File: src/rtl/motoro3_speed_sequencer.sv
// Run sequencer for the three-phase drive: one frequency step per RAMP_DIV cycles, reversal via zero. Optional watchdog: MOTORO3_SEQ_WDOG_EN.
// Latency: accept -> START on the next edge; first step START_HOLD+RAMP_DIV edges after accept; all outputs except cmdReady registered.
// Backpressure: cmdReady only in IDLE/RUN with estop low; estop overrides everything and blocks accepts.
module motoro3_speed_sequencer #(
    parameter int RAMP_DIV    = 10000,
    parameter int START_HOLD  = 100,
    parameter int FREQ_MAX    = 1000,
    parameter int WDOG_CYCLES = 10000000
) (
    input  logic       clk,
    input  logic       rst,
    input  logic       cmdValid,
    output logic       cmdReady,
    input  logic [9:0] cmdFreq,
    input  logic       cmdInv,
    input  logic       estop,
    output logic       m3start,
    output logic       m3forceStop,
    output logic       m3invRotate,
    output logic       m3freqINC,
    output logic       m3freqDEC,
    output logic [9:0] curFreq,
    output logic       busy,
    output logic [2:0] seqState
);

    typedef enum logic [2:0] {
        IDLE  = 3'd0,
        START = 3'd1,
        RAMP  = 3'd2,
        RUN   = 3'd3,
        BRAKE = 3'd4
    } stateT;

    localparam int PRE_W  = (RAMP_DIV > 1) ? $clog2(RAMP_DIV) : 1;
    localparam int HOLD_W = (START_HOLD > 1) ? $clog2(START_HOLD) : 1;
    localparam logic [PRE_W-1:0]  PRE_LAST   = PRE_W'(RAMP_DIV - 1);
    localparam logic [HOLD_W-1:0] HOLD_LAST  = HOLD_W'(START_HOLD - 1);
    localparam logic [9:0]        FREQ_CLAMP = 10'(FREQ_MAX);

    stateT             state, stateNxt;
    logic [9:0]        tgtFreq, tgtFreqNxt;
    logic              tgtInv, tgtInvNxt;
    logic [PRE_W-1:0]  preCnt, preNxt;
    logic [HOLD_W-1:0] holdCnt, holdNxt;
    logic [9:0]        freqNxt;
    logic              invNxt, incNxt, decNxt;
    logic              startNxt, forceNxt, busyNxt;
    logic              accept, reversal, wdogHit;
    logic [9:0]        clampFreq;

    assign cmdReady  = ((state == IDLE) || (state == RUN)) && !estop;
    assign accept    = cmdValid && cmdReady;
    assign clampFreq = (cmdFreq > FREQ_CLAMP) ? FREQ_CLAMP : cmdFreq;
    assign reversal  = (tgtInv != m3invRotate);
    assign seqState  = state;

`ifdef MOTORO3_SEQ_WDOG_EN
    localparam logic [31:0] WDOG_LAST = 32'(WDOG_CYCLES - 1);
    logic [31:0] wdogCnt;

    assign wdogHit = (state == RUN) && (wdogCnt == WDOG_LAST);

    always_ff @(posedge clk or posedge rst) begin
        if (rst) begin
            wdogCnt <= '0;
        end else if (accept || (stateNxt == RUN && state != RUN)) begin
            wdogCnt <= '0;
        end else if (state == RUN && !wdogHit) begin
            wdogCnt <= wdogCnt + 32'd1;
        end
    end
`else
    // No watchdog: RUN holds indefinitely (constant 0 for any legal WDOG_CYCLES).
    assign wdogHit = (WDOG_CYCLES < 0);
`endif

    always_comb begin
        stateNxt   = state;
        tgtFreqNxt = tgtFreq;
        tgtInvNxt  = tgtInv;
        preNxt     = preCnt;
        holdNxt    = holdCnt;
        freqNxt    = curFreq;
        invNxt     = m3invRotate;
        incNxt     = 1'b0;
        decNxt     = 1'b0;
        if (estop) begin
            stateNxt = BRAKE;
            freqNxt  = '0;
            preNxt   = '0;
            holdNxt  = '0;
        end else begin
            if (accept) begin
                tgtFreqNxt = clampFreq;
                tgtInvNxt  = cmdInv;
            end
            case (state)
                IDLE: begin
                    if (accept && clampFreq != 10'd0) begin
                        stateNxt = START;
                        invNxt   = cmdInv;
                        holdNxt  = '0;
                    end
                end
                START: begin
                    if (holdCnt == HOLD_LAST) begin
                        stateNxt = RAMP;
                        preNxt   = '0;
                    end else begin
                        holdNxt = holdCnt + 1'b1;
                    end
                end
                RAMP: begin
                    if (preCnt == PRE_LAST) begin
                        preNxt = '0;
                        // Reversal always drains to zero before the direction flips.
                        if (reversal) begin
                            if (curFreq != 10'd0) begin
                                decNxt  = 1'b1;
                                freqNxt = curFreq - 10'd1;
                            end else begin
                                invNxt = !m3invRotate;
                            end
                        end else if (curFreq < tgtFreq) begin
                            incNxt  = 1'b1;
                            freqNxt = curFreq + 10'd1;
                        end else if (curFreq > tgtFreq) begin
                            decNxt  = 1'b1;
                            freqNxt = curFreq - 10'd1;
                        end else begin
                            stateNxt = (tgtFreq == 10'd0) ? IDLE : RUN;
                        end
                    end else begin
                        preNxt = preCnt + 1'b1;
                    end
                end
                RUN: begin
                    if (accept) begin
                        stateNxt = RAMP;
                        preNxt   = '0;
                    end else if (wdogHit) begin
                        stateNxt   = RAMP;
                        preNxt     = '0;
                        tgtFreqNxt = '0;
                    end
                end
                BRAKE:   stateNxt = IDLE;
                default: stateNxt = IDLE;
            endcase
        end
        startNxt = (stateNxt == START) || (stateNxt == RAMP) || (stateNxt == RUN);
        forceNxt = (stateNxt == BRAKE);
        busyNxt  = (stateNxt != IDLE);
    end

    always_ff @(posedge clk or posedge rst) begin
        if (rst) begin
            state       <= IDLE;
            tgtFreq     <= '0;
            tgtInv      <= 1'b0;
            preCnt      <= '0;
            holdCnt     <= '0;
            curFreq     <= '0;
            m3invRotate <= 1'b0;
            m3freqINC   <= 1'b0;
            m3freqDEC   <= 1'b0;
            m3start     <= 1'b0;
            m3forceStop <= 1'b0;
            busy        <= 1'b0;
        end else begin
            state       <= stateNxt;
            tgtFreq     <= tgtFreqNxt;
            tgtInv      <= tgtInvNxt;
            preCnt      <= preNxt;
            holdCnt     <= holdNxt;
            curFreq     <= freqNxt;
            m3invRotate <= invNxt;
            m3freqINC   <= incNxt;
            m3freqDEC   <= decNxt;
            m3start     <= startNxt;
            m3forceStop <= forceNxt;
            busy        <= busyNxt;
        end
    end

endmodule

File: config.mk
export PLATFORM = sky130hd
export DESIGN_NAME = motoro3_speed_sequencer
export DESIGN_NICKNAME = d
export VERILOG_FILES = /design/src/rtl/motoro3_speed_sequencer.sv
export SDC_FILE = /design/constraint.sdc
export NUM_CORES = 1
export LEC_CHECK = 0
export ABC_AREA = 0
export CAP_MARGIN = 20
export CORE_MARGIN = 3
export CORE_UTILIZATION = 35
export CTS_BUF_LIST = sky130_fd_sc_hd__clkbuf_2 sky130_fd_sc_hd__clkbuf_4 sky130_fd_sc_hd__clkbuf_8
export DETAILED_ROUTE_END_ITERATION = 7
export PLACE_DENSITY = 0.59
export SYNTH_ARGS = -nofsm -noshare
export SYNTH_HDL_FRONTEND = slang
export SYNTH_SLANG_ARGS = --single-unit
File: constraint.sdc
create_clock -name clk -period 3.05 [get_ports clk]
set_input_delay 0.915 -clock clk [delete_from_list [all_inputs] [get_ports clk]]
set_output_delay 0.915 -clock clk [all_outputs]
set_load 0.02 [all_outputs]
### Word level (Yosys, flattened, before mapping)

Cells that the tools add are included.

| word-level totals | value |
|---|---|
| flip-flop bits (word level) | 51 |
| input bits | 15 |
| output and inout port bits | 20 |
| word-level logic and storage cells | 107 |

| cells by class | value |
|---|---|
| add/subtract/negate cells | 4 |
| $lt $le $gt $ge | 3 |
| equality and inequality tests | 19 |
| mux-type cells | 44 |
| bitwise operators | 1 |
| reduce and logical (&&, ||, !) cells | 24 |

Operator list:

| cell | number |
|---|---|
| two-way mux 10 bit | 8 |
| two-way mux 14 bit | 4 |
| case mux 14 bit (3 select lines) | 1 |
| two-way mux 3 bit | 8 |
| two-way mux 7 bit | 3 |
| nonzero test 10 bit | 2 |
| two-way mux 1 bit | 16 |
| adder 14 x 1 -> 14 bit, second input constant | 1 |
| == test 14 bit, second input constant | 1 |
| case mux 7 bit (2 select lines) | 1 |
| == test 3 x 2 -> 1 bit, second input constant | 4 |
| case mux 3 bit (4 select lines) | 1 |
| adder 10 x 1 -> 10 bit, second input constant | 1 |
| > comparator 10 bit | 1 |
| > comparator 10 bit, second input constant | 1 |
| zero test 10 bit | 1 |
| less-than comparator 10 bit | 1 |
| subtractor 10 x 1 -> 10 bit, second input constant | 1 |
| inequality test 3 bit, second input constant | 3 |
| nonzero test 4 bit | 2 |
| adder 7 x 1 -> 7 bit, second input constant | 1 |
| == test 7 bit, second input constant | 1 |
| == test 3 x 1 -> 1 bit, second input constant | 2 |
| inequality test 2 bit, second input constant | 3 |
| other kinds (17) | 27 |

### Logic depth before layout (Yosys ltp)

Gate-level depths: netlist (run 1).

| logic depth | value |
|---|---|
| word-level depth | 11 |
| mapped depth | 9 |
| mapped depth without buffers | 8 |

### Least setup slack after synthesis (run 1)

No wires, ideal clock.

| timing path | value |
|---|---|
| path type | register to register |
| from | reg curFreq[7] |
| to | reg curFreq[9] |
| library setup time | 0.128 ns |
| data arrival time | 2.551 ns |
| data required time | 2.922 ns |
| setup slack | 0.372 ns |
| cell stages (with the launch flop) | 9 |
| buffers on the path | 1 |
| clock period less this slack | 2.678 ns |
| path through | dfrtp_1 -> ha_1 -> a211oi_2 -> nor2_1 -> a2111o_1 -> a2111o_1 -> buf_6 -> a211oi_2 -> mux2_1 |

| on the way | value |
|---|---|
| word-level cells in the longest chain between the ends | 7 |
| elaborated cells between the ends (all ways) | 15 |
| those cells by class | add/sub: 2; order compare: 2; eq/ne: 1; mux: 7; reduce/logical: 3 |

Ends and longest elaborated chain:

| what | line | source |
|---|---|---|
| from (decl) | 22 | `output logic [9:0] curFreq,` |
| from (signal assigned) | 177 | `curFreq <= freqNxt;` |
| subtractor 10 x 1 -> 10 bit | 121, 130 |  |
| two-way mux 10 bit | 128 | `end else if (curFreq > tgtFreq) begin` |
| two-way mux 10 bit | 125 | `end else if (curFreq < tgtFreq) begin` |
| two-way mux 10 bit | 118 | `if (reversal) begin` |
| two-way mux 10 bit | 115 | `if (preCnt == PRE_LAST) begin` |
| two-way mux 10 bit | 98 | `case (state)` |
| two-way mux 10 bit | 88 | `if (estop) begin` |

Several ways; a longest one is shown, not always the timed one. The select of a mux whose other input is x is not followed.
A chain may end at the register's enable or synchronous reset.

### Worst setup path in the final report (run 1)

| timing path | value |
|---|---|
| from | in estop |
| to | out cmdReady |

| on the way | value |
|---|---|
| word-level cells in the longest chain between the ends | 2 |

Ends and longest elaborated chain:

| what | line | source |
|---|---|---|
| from (decl) | 16 | `input logic estop,` |
| zero test 1 bit | 52 | `assign cmdReady = ((state == IDLE) \|\| (state == RUN)) && !estop;` |
| logical AND 1 bit | 52 |  |
| to (decl) | 13 | `output logic cmdReady,` |

No other way between the ends.

==> impl_metrics.ini, run 1 <==
[cells_and_area]
drive_gt1_share_pct = 10.2
nNetsFinal = 431
antenna_cells = 0
area_growth_pct = 21.1

[placement]
pre_cts_slack_ns = -0.128
place.gp.congestion = 0.813
dp_hpwl_mm = 5.57
io_buffers = 34

[synthesis]
synth_common_cells = dfrtp_1 (51), nor2_1 (38), nand2_1 (23)
ys_types = 52
syn_nets = 383
synthArstFlopShare_pct = 100
synth_area_um2 = 3170
synth-seq-cells = 51
yosys.area.top_type = dfrtp_1
syn-instance-count = 353
yosysWarningCount = 0
synth.top_cells.by_area = dfrtp_1 (40%), ha_1 (5.9%), nor2_1 (4.5%)
synth.avg_cell_area_um2 = 8.99
post-synth-top-count-cell = dfrtp_1
synth_seq_area_share_pct = 40.2
synth_top_area_share_pct = 40.2
synth_edf_count = 0
synthFlopType = dfrtp_1

[min_path]
hold_depth = 1
hp-class = reg2reg

[die]
ioPinCount = 35
die_w_um = 101
rows = 34
initial_core_util_pct = 36.2
die_h_um = 101
floorplan.die_area_um2 = 10200
core_um2 = 8760

[critical_path]
rr_worst_depth = 7
crit_path_end_kind = output pin
critPathKind = in2out
worstPathArrival_ns = 1.99
worstPathRequired_ns = 2.13
crit_fanout = 2
worstSetupStartpointType = input port

[cts]
cts_tree = yes
post_cts_buffers = 0
clk_pin_slew_worst_paths_ns = 0.10
insertion_delay_ns = 0.31
numCtsBuffers = 5
clockRootBuffer = clkbuf_8
clockBufferDepth = 2
clock-sinks = 51
htree_levels = 2

[timing]
worst_pin_slew_ns = 0.613
slew_viol_final = 0
hold_ws_ns = 0.482
fin_crit_sh_pct = 95.2
rsz0062_at_grt = no
skew_ns = 0.0143
post-route-min-period_ns = 2.90
max_freq_mhz = 344
setup_slack_ns = 0.147
setup_violations = 0
finalHoldViolCount = 0
slew_headroom_pct = 58.9

[route]
wl_per_cell_um = 14.7
dr.pass1.iters = 4
wl_mm = 7.52
antenna_left = 0
drc = 0
vias_per_cell = 5.37
dr.first_iter.drc_count = 89
vias = 2740

[global_routing]
grt_pass1_wl_mm = 12.7
antenna_found_initial = 0
overflow = 0
grt_pass1_vias = 2658
grt.total_usage_pct = 15.1
grt_start_max_net_pins = 52

[power]
peakVddDrop_v = 0.000214
p_leak_uw = 0.00168
pwr_density_cell_nw_per_um2 = 370

[status]
status = finished, final reports clean

[run]
cap_violations = 0
-- layout make-up --
type                    count  area [µm²]
flip-flops and latches     51        1280
repair buffers             54         502
inverters                  15        56.3
clock buffers               5        68.8
multi-input cells         274        1790
fillers                   867        4920
clock inverters             3        20.0
well taps                 108         135
-- final timing paths --
kind	start	to	slack, ns
setup / recovery	estop	cmdReady	0.15
hold / removal	holdCnt[6]$_DFFE_PP0P_	holdCnt[6]$_DFFE_PP0P_	0.48
setup reg to reg	curFreq[3]$_DFFE_PP0P_	curFreq[3]$_DFFE_PP0P_	0.19
hold reg to reg	holdCnt[6]$_DFFE_PP0P_	holdCnt[6]$_DFFE_PP0P_	0.48
max in group asynchronous	rst	seqState[0]$_DFF_PP0_	1.84
min in group asynchronous	rst	preCnt[2]$_DFFE_PP0P_	0.95
-- per-stage QoR --
stage / area (µm²) / utilization (%) / TNS (ns) / instances / power, µW
after floorplan: 3170 / - / 0 / 353 / 928
after global placement: 3760 / 42.9 / -0.100 / 502 / 1020
after detailed placement: 3760 / 42.9 / -0.128 / 502 / 1030
after CTS: 3840 / 43.9 / 0 / 510 / 1440
after global routing: 3840 / 43.9 / 0 / 510 / 1500
final: 3840 / 43.9 / 0 / 510 / 1420
-- worst max-delay path: stages --
cell,delay [ns]
clkdlybuf4s50_1,0.43
nor2_1,0.12
and3_1,0.19
dlygate4sd2_1,0.33
-- layer usage --
layer	share of wire (%)	wire length [µm]	vias to the layer above	GRT usage, %
li1	-	-	1371	-
met2	46	3450	39	23.6
met5	0	0	-	0
met4	1.1	82	0	3.68
met1	49	3700	1321	21.8
met3	3.8	287	9	2.48
-- registers in the layout (all words and copies together), names as in the netlist --
| signal | flops |
|---|---|
| preCnt | 14 |
| seqState | 3 |
| m3start | 1 |
| tgtInv | 1 |
| holdCnt | 7 |
| busy | 1 |
| m3freqINC | 1 |
| tgtFreq | 10 |
| curFreq | 10 |
| m3invRotate | 1 |
| m3freqDEC | 1 |
| m3forceStop | 1 |
-- timing repair --
| item | in CTS | in global routing |
|---|---|---|
| hold buffers | 0 | 0 |
| resized for setup | 1 | 0 |
| setup endpoints to repair | 1 | 0 |
-- layout by cell type, fill, tap and decap left out, drive strengths merged, types with 3 or more instances in the layout --
cell	instances
nor3b	3
nor4	4
and3	10
nand2b	10
xnor2	7
a22o	4
a21oi	19
xor2	3
a211oi	5
nand2	23
clkdlybuf4s50	33
or4	5
o31ai	5
o21ai	31
inv	15
ha	15
clkbuf	5
nor2b	14
nand3	13
mux2	14
nor2	38
nand4b	3
and2	3
dfrtp	51
nand4	7
buf	20
nor3	12
-- kinds of logic after synthesis --
family                   after synthesis  synth area share, %
XOR/XNOR                              10                 3.00
flip-flops                            51                 40.2
AND/OR/NAND/NOR                      155                 26.0
buffers and inverters                 28                 3.55
adder cells (fa/ha/maj)               15                 5.91
multiplexers                          15                 5.28
AO/OA/AOI/OAI                         79                 16.1
-- report_power, final --
| part | switching [µW] | internal (µW) |
|---|---|---|
| Sequential | 33.5 | 709 |
| Clock | 245 | 160 |
| Combinational | 154 | 120 |
| Total | 432 | 989 |
Power figures use the tool's default switching activity.
==> inputs of run 2 (changes only) <==
--- a/config.mk
+++ b/config.mk
@@ -11,6 +11,7 @@
 export CORE_UTILIZATION = 35
 export CTS_BUF_LIST = sky130_fd_sc_hd__clkbuf_2 sky130_fd_sc_hd__clkbuf_4 sky130_fd_sc_hd__clkbuf_8
 export DETAILED_ROUTE_END_ITERATION = 7
+export HOLD_SLACK_MARGIN = 0.03
 export PLACE_DENSITY = 0.59
 export SYNTH_ARGS = -nofsm -noshare
 export SYNTH_HDL_FRONTEND = slang
==> results of run 2 <==
Final layout, timing and power as in run 1 (identical DEF).
==> inputs of run 3 (changes only) <==
--- a/config.mk
+++ b/config.mk
@@ -13,6 +13,7 @@
 export DETAILED_ROUTE_END_ITERATION = 7
 export HOLD_SLACK_MARGIN = 0.03
 export PLACE_DENSITY = 0.59
+export SLEW_MARGIN = 30
 export SYNTH_ARGS = -nofsm -noshare
 export SYNTH_HDL_FRONTEND = slang
 export SYNTH_SLANG_ARGS = --single-unit
==> results of run 3 <==
Final layout, timing and power as in run 1 (identical DEF).
==> RTL change (settings of run 3) <==
The option `MOTORO3_SEQ_WDOG_EN` is turned on by a define.
--- a/src/rtl/motoro3_speed_sequencer.sv
+++ b/src/rtl/motoro3_speed_sequencer.sv
@@ -2,4 +2,6 @@
 // Latency: accept -> START on the next edge; first step START_HOLD+RAMP_DIV edges after accept; all outputs except cmdReady registered.
 // Backpressure: cmdReady only in IDLE/RUN with estop low; estop overrides everything and blocks accepts.
+`define MOTORO3_SEQ_WDOG_EN
+
 module motoro3_speed_sequencer #(
     parameter int RAMP_DIV    = 10000,
Behaviour: no difference found for any inputs over 10 cycles, from zero or initial values and one cycle with rst high; that may be too few to reach the edited logic, so the function may still have changed.
==> RTL change against run 3 <==
Count of clock-buffer cells in the layout rose by 4; design area is 51% higher; worst setup slack got worse by 0.044 ns; via count rose by 54%; sequential share of layout area is 2.6 points higher; area after synthesis increased by 55%; non-clock buffer count is 5 higher; first-iteration DRC count rose to 3.9 times the old value; wire length is 61% higher; sequential cell count increased by 32; power rose by 65%; worst hold slack better by 0.0028 ns; highest routed layer unchanged.
==> RTL change: results (changes against run 3) <==
stage,metric,value,unit,change
clock_tree,cts_buffers,9,,+4
layout,reg_top3,"wdogCnt x32, preCnt x14",,
global_route,grt_first_pass_wirelength,20.6,mm,+62%
placement,place_area,5580,um^2,+49%
detailed_routing,drt_iter0_drc,344,,+290%
placement,place_ws,-0.212,ns,-0.0835 ns
critical_path,cp_max_fo,2,,unchanged
layout,fill_cells,1287,,+48%
global_route,grt_max_degree,63,,+21%
power_and_ir_drop,leakage,2.50,nW,+49%
detailed_routing,via_per_inst,5.48,,+2.0%
synth,async_flop_share,1.00,,unchanged
critical_path,crit_family,buffers and inverters,,
global_route,first_global_vias,4172,,+57%
layout,final_cells,770,,+51%
sta,worstMarginPinSlew,0.720,ns,+0.106 ns
detailed_routing,firstDrtPassIters,5,,+1
placement,dp_cells,754,,+50%
global_route,grt_usage,0.159,,+0.00764
layout,n_antenna_cell,0,,unchanged
clock_tree,clock_latency,0.38,ns,+0.07 ns
critical_path,slowest_stage,clkdlybuf4s50_1,,
clock_tree,clockBufferDepth,2,,unchanged
synth,seq_area_frac_synth,0.421,,+0.0189
synth,yosys_warnings,0,,unchanged
synth,synth_fp_nets,575,,+50%
clock_tree,post_cts_buffers,0,,unchanged
clock_tree,root_buffer,clkbuf_8,,
sta,finClkSkew,0.0124,ns,-0.00185 ns
clock_tree,cts-htree-levels,3,,+1
synth,syn_area_per_cell,9.07,um^2,+0.85%
detailed_routing,wl,12.1,mm,+61%
clock_tree,path_clk_slew,0.09,ns,
placement,hpwl,8.67,mm,+56%
min_path,holdCritPathClass,flip-flop to flip-flop,,
layout,final_nets,620,,+44%
outcome,status,"finished, final reports clean",,
global_route,antenna_found_initial,0,,unchanged
placement,place_congestion,0.842,,+3.7%
synth,synth.top_cells.by_count,"83 x dfrtp_1, 74 x nor2_1, 36 x nand3_1",,
synth,synth.distinct_cells,53,,+1.9%
placement,io_buffer_count,34,,unchanged
layout,drive_gt1_frac,0.120,,+0.0175
power_and_ir_drop,ir_drop,0.176,mV,-17%
synth,synth.area.top_cells,"dfrtp_1 42%, nor2_1 5.6%, xnor2_1 4.8%, ha_1 4.1%, nand3_1 3.7%",,
critical_path,slowest_delay,0.46,ns,+0.03 ns
[RTL change: cell types whose count changed after synthesis, sizes merged, moves of 10 or more]
cell	change
buf	+11
dfrtp	+32
nand2	+13
nand3	+23
nor2	+36
nor3	+10
nor4	+10
xnor2	+20
[RTL change: cells by family (layout without fill, tap and decap cells)]
group,Yosys count,in the layout,share of synthesized area
adders and majority gates,16,16,0.0406
DFF,83,83,0.421
AOI/OAI and AO/OA,93,93,0.130
xor gates and xnor gates,38,38,0.0675
and+or+nand+nor,261,261,0.275
buffers and inverters,44,94,0.0398
muxes,9,9,0.0264
[RTL change: worst register-to-register path, cell delays in order (launching register included)]
cell	delay [ns]
dfrtp_1	0.41
inv_1	0.06
ha_1	0.31
nand4_1	0.16
a211o_1	0.33
o211ai_1	0.17
nor3b_2	0.39
a31o_2	0.65
nor2_1	0.15
[RTL change: area by class of cell]
cell class,count,area (um^2),area share
inverter,19,75.1,0.0129
tap,176,220,0.0379
timing repair buffer,59,541,0.0931
multi-input combinational,417,2670,0.459
sequential,83,2080,0.358
clock buffer,9,124,0.0213
clock inverter,7,101,0.0175
[RTL change: stage by stage]
stage,total power [mW],TNS [ns],hold WS (ns)
after floorplan,1.35,0,0.437
after global placement,1.45,-0.225,0.454
after detailed placement,1.46,-0.212,0.465
after CTS,2.36,0,0.479
after global routing,2.45,0,0.501
final,2.34,0,0.485
[RTL change: timing repair]
action,4_1_cts,5_1_grt
gates cloned,0,0
setup endpoints to repair,1,1
resized for setup,1,1
pin swaps,0,0
[RTL change: path summary, 6_finish.rpt]
path                                             start                       to  cells past startpoint  slack [ns]
worst min-delay path            holdCnt[6]$_DFFE_PP0P_   holdCnt[6]$_DFFE_PP0P_                      1        0.49
worst max-delay path                             estop                 cmdReady                      4        0.10
worst max register to register  tgtFreq[5]$_DFFE_PP0N_  wdogCnt[12]$_DFFE_PP0P_                      8        0.27
min in group asynchronous                          rst  wdogCnt[10]$_DFFE_PP0P_                      3        0.99
max in group asynchronous                          rst   curFreq[9]$_DFFE_PP0P_                      3        1.78
worst min register to register  holdCnt[6]$_DFFE_PP0P_   holdCnt[6]$_DFFE_PP0P_                      1        0.49
[RTL change: layer usage]
layer / GRT usage / up-vias / wire length, um
met5: 0 / - / 0
met1: 0.217 / 2073 / 5900
met4: 0.0509 / 0 / 161
met3: 0.0304 / 15 / 519
li1: - / 2034 / -
met2: 0.253 / 99 / 5500
[RTL change: power breakdown]
part           total, mW  switching (mW)  leakage (nW)  internal, mW
combinational      0.260           0.154          1.26         0.106
clock              0.907           0.440         0.106         0.466
sequential          1.18          0.0385          1.13          1.14
total               2.34           0.633          2.50          1.71
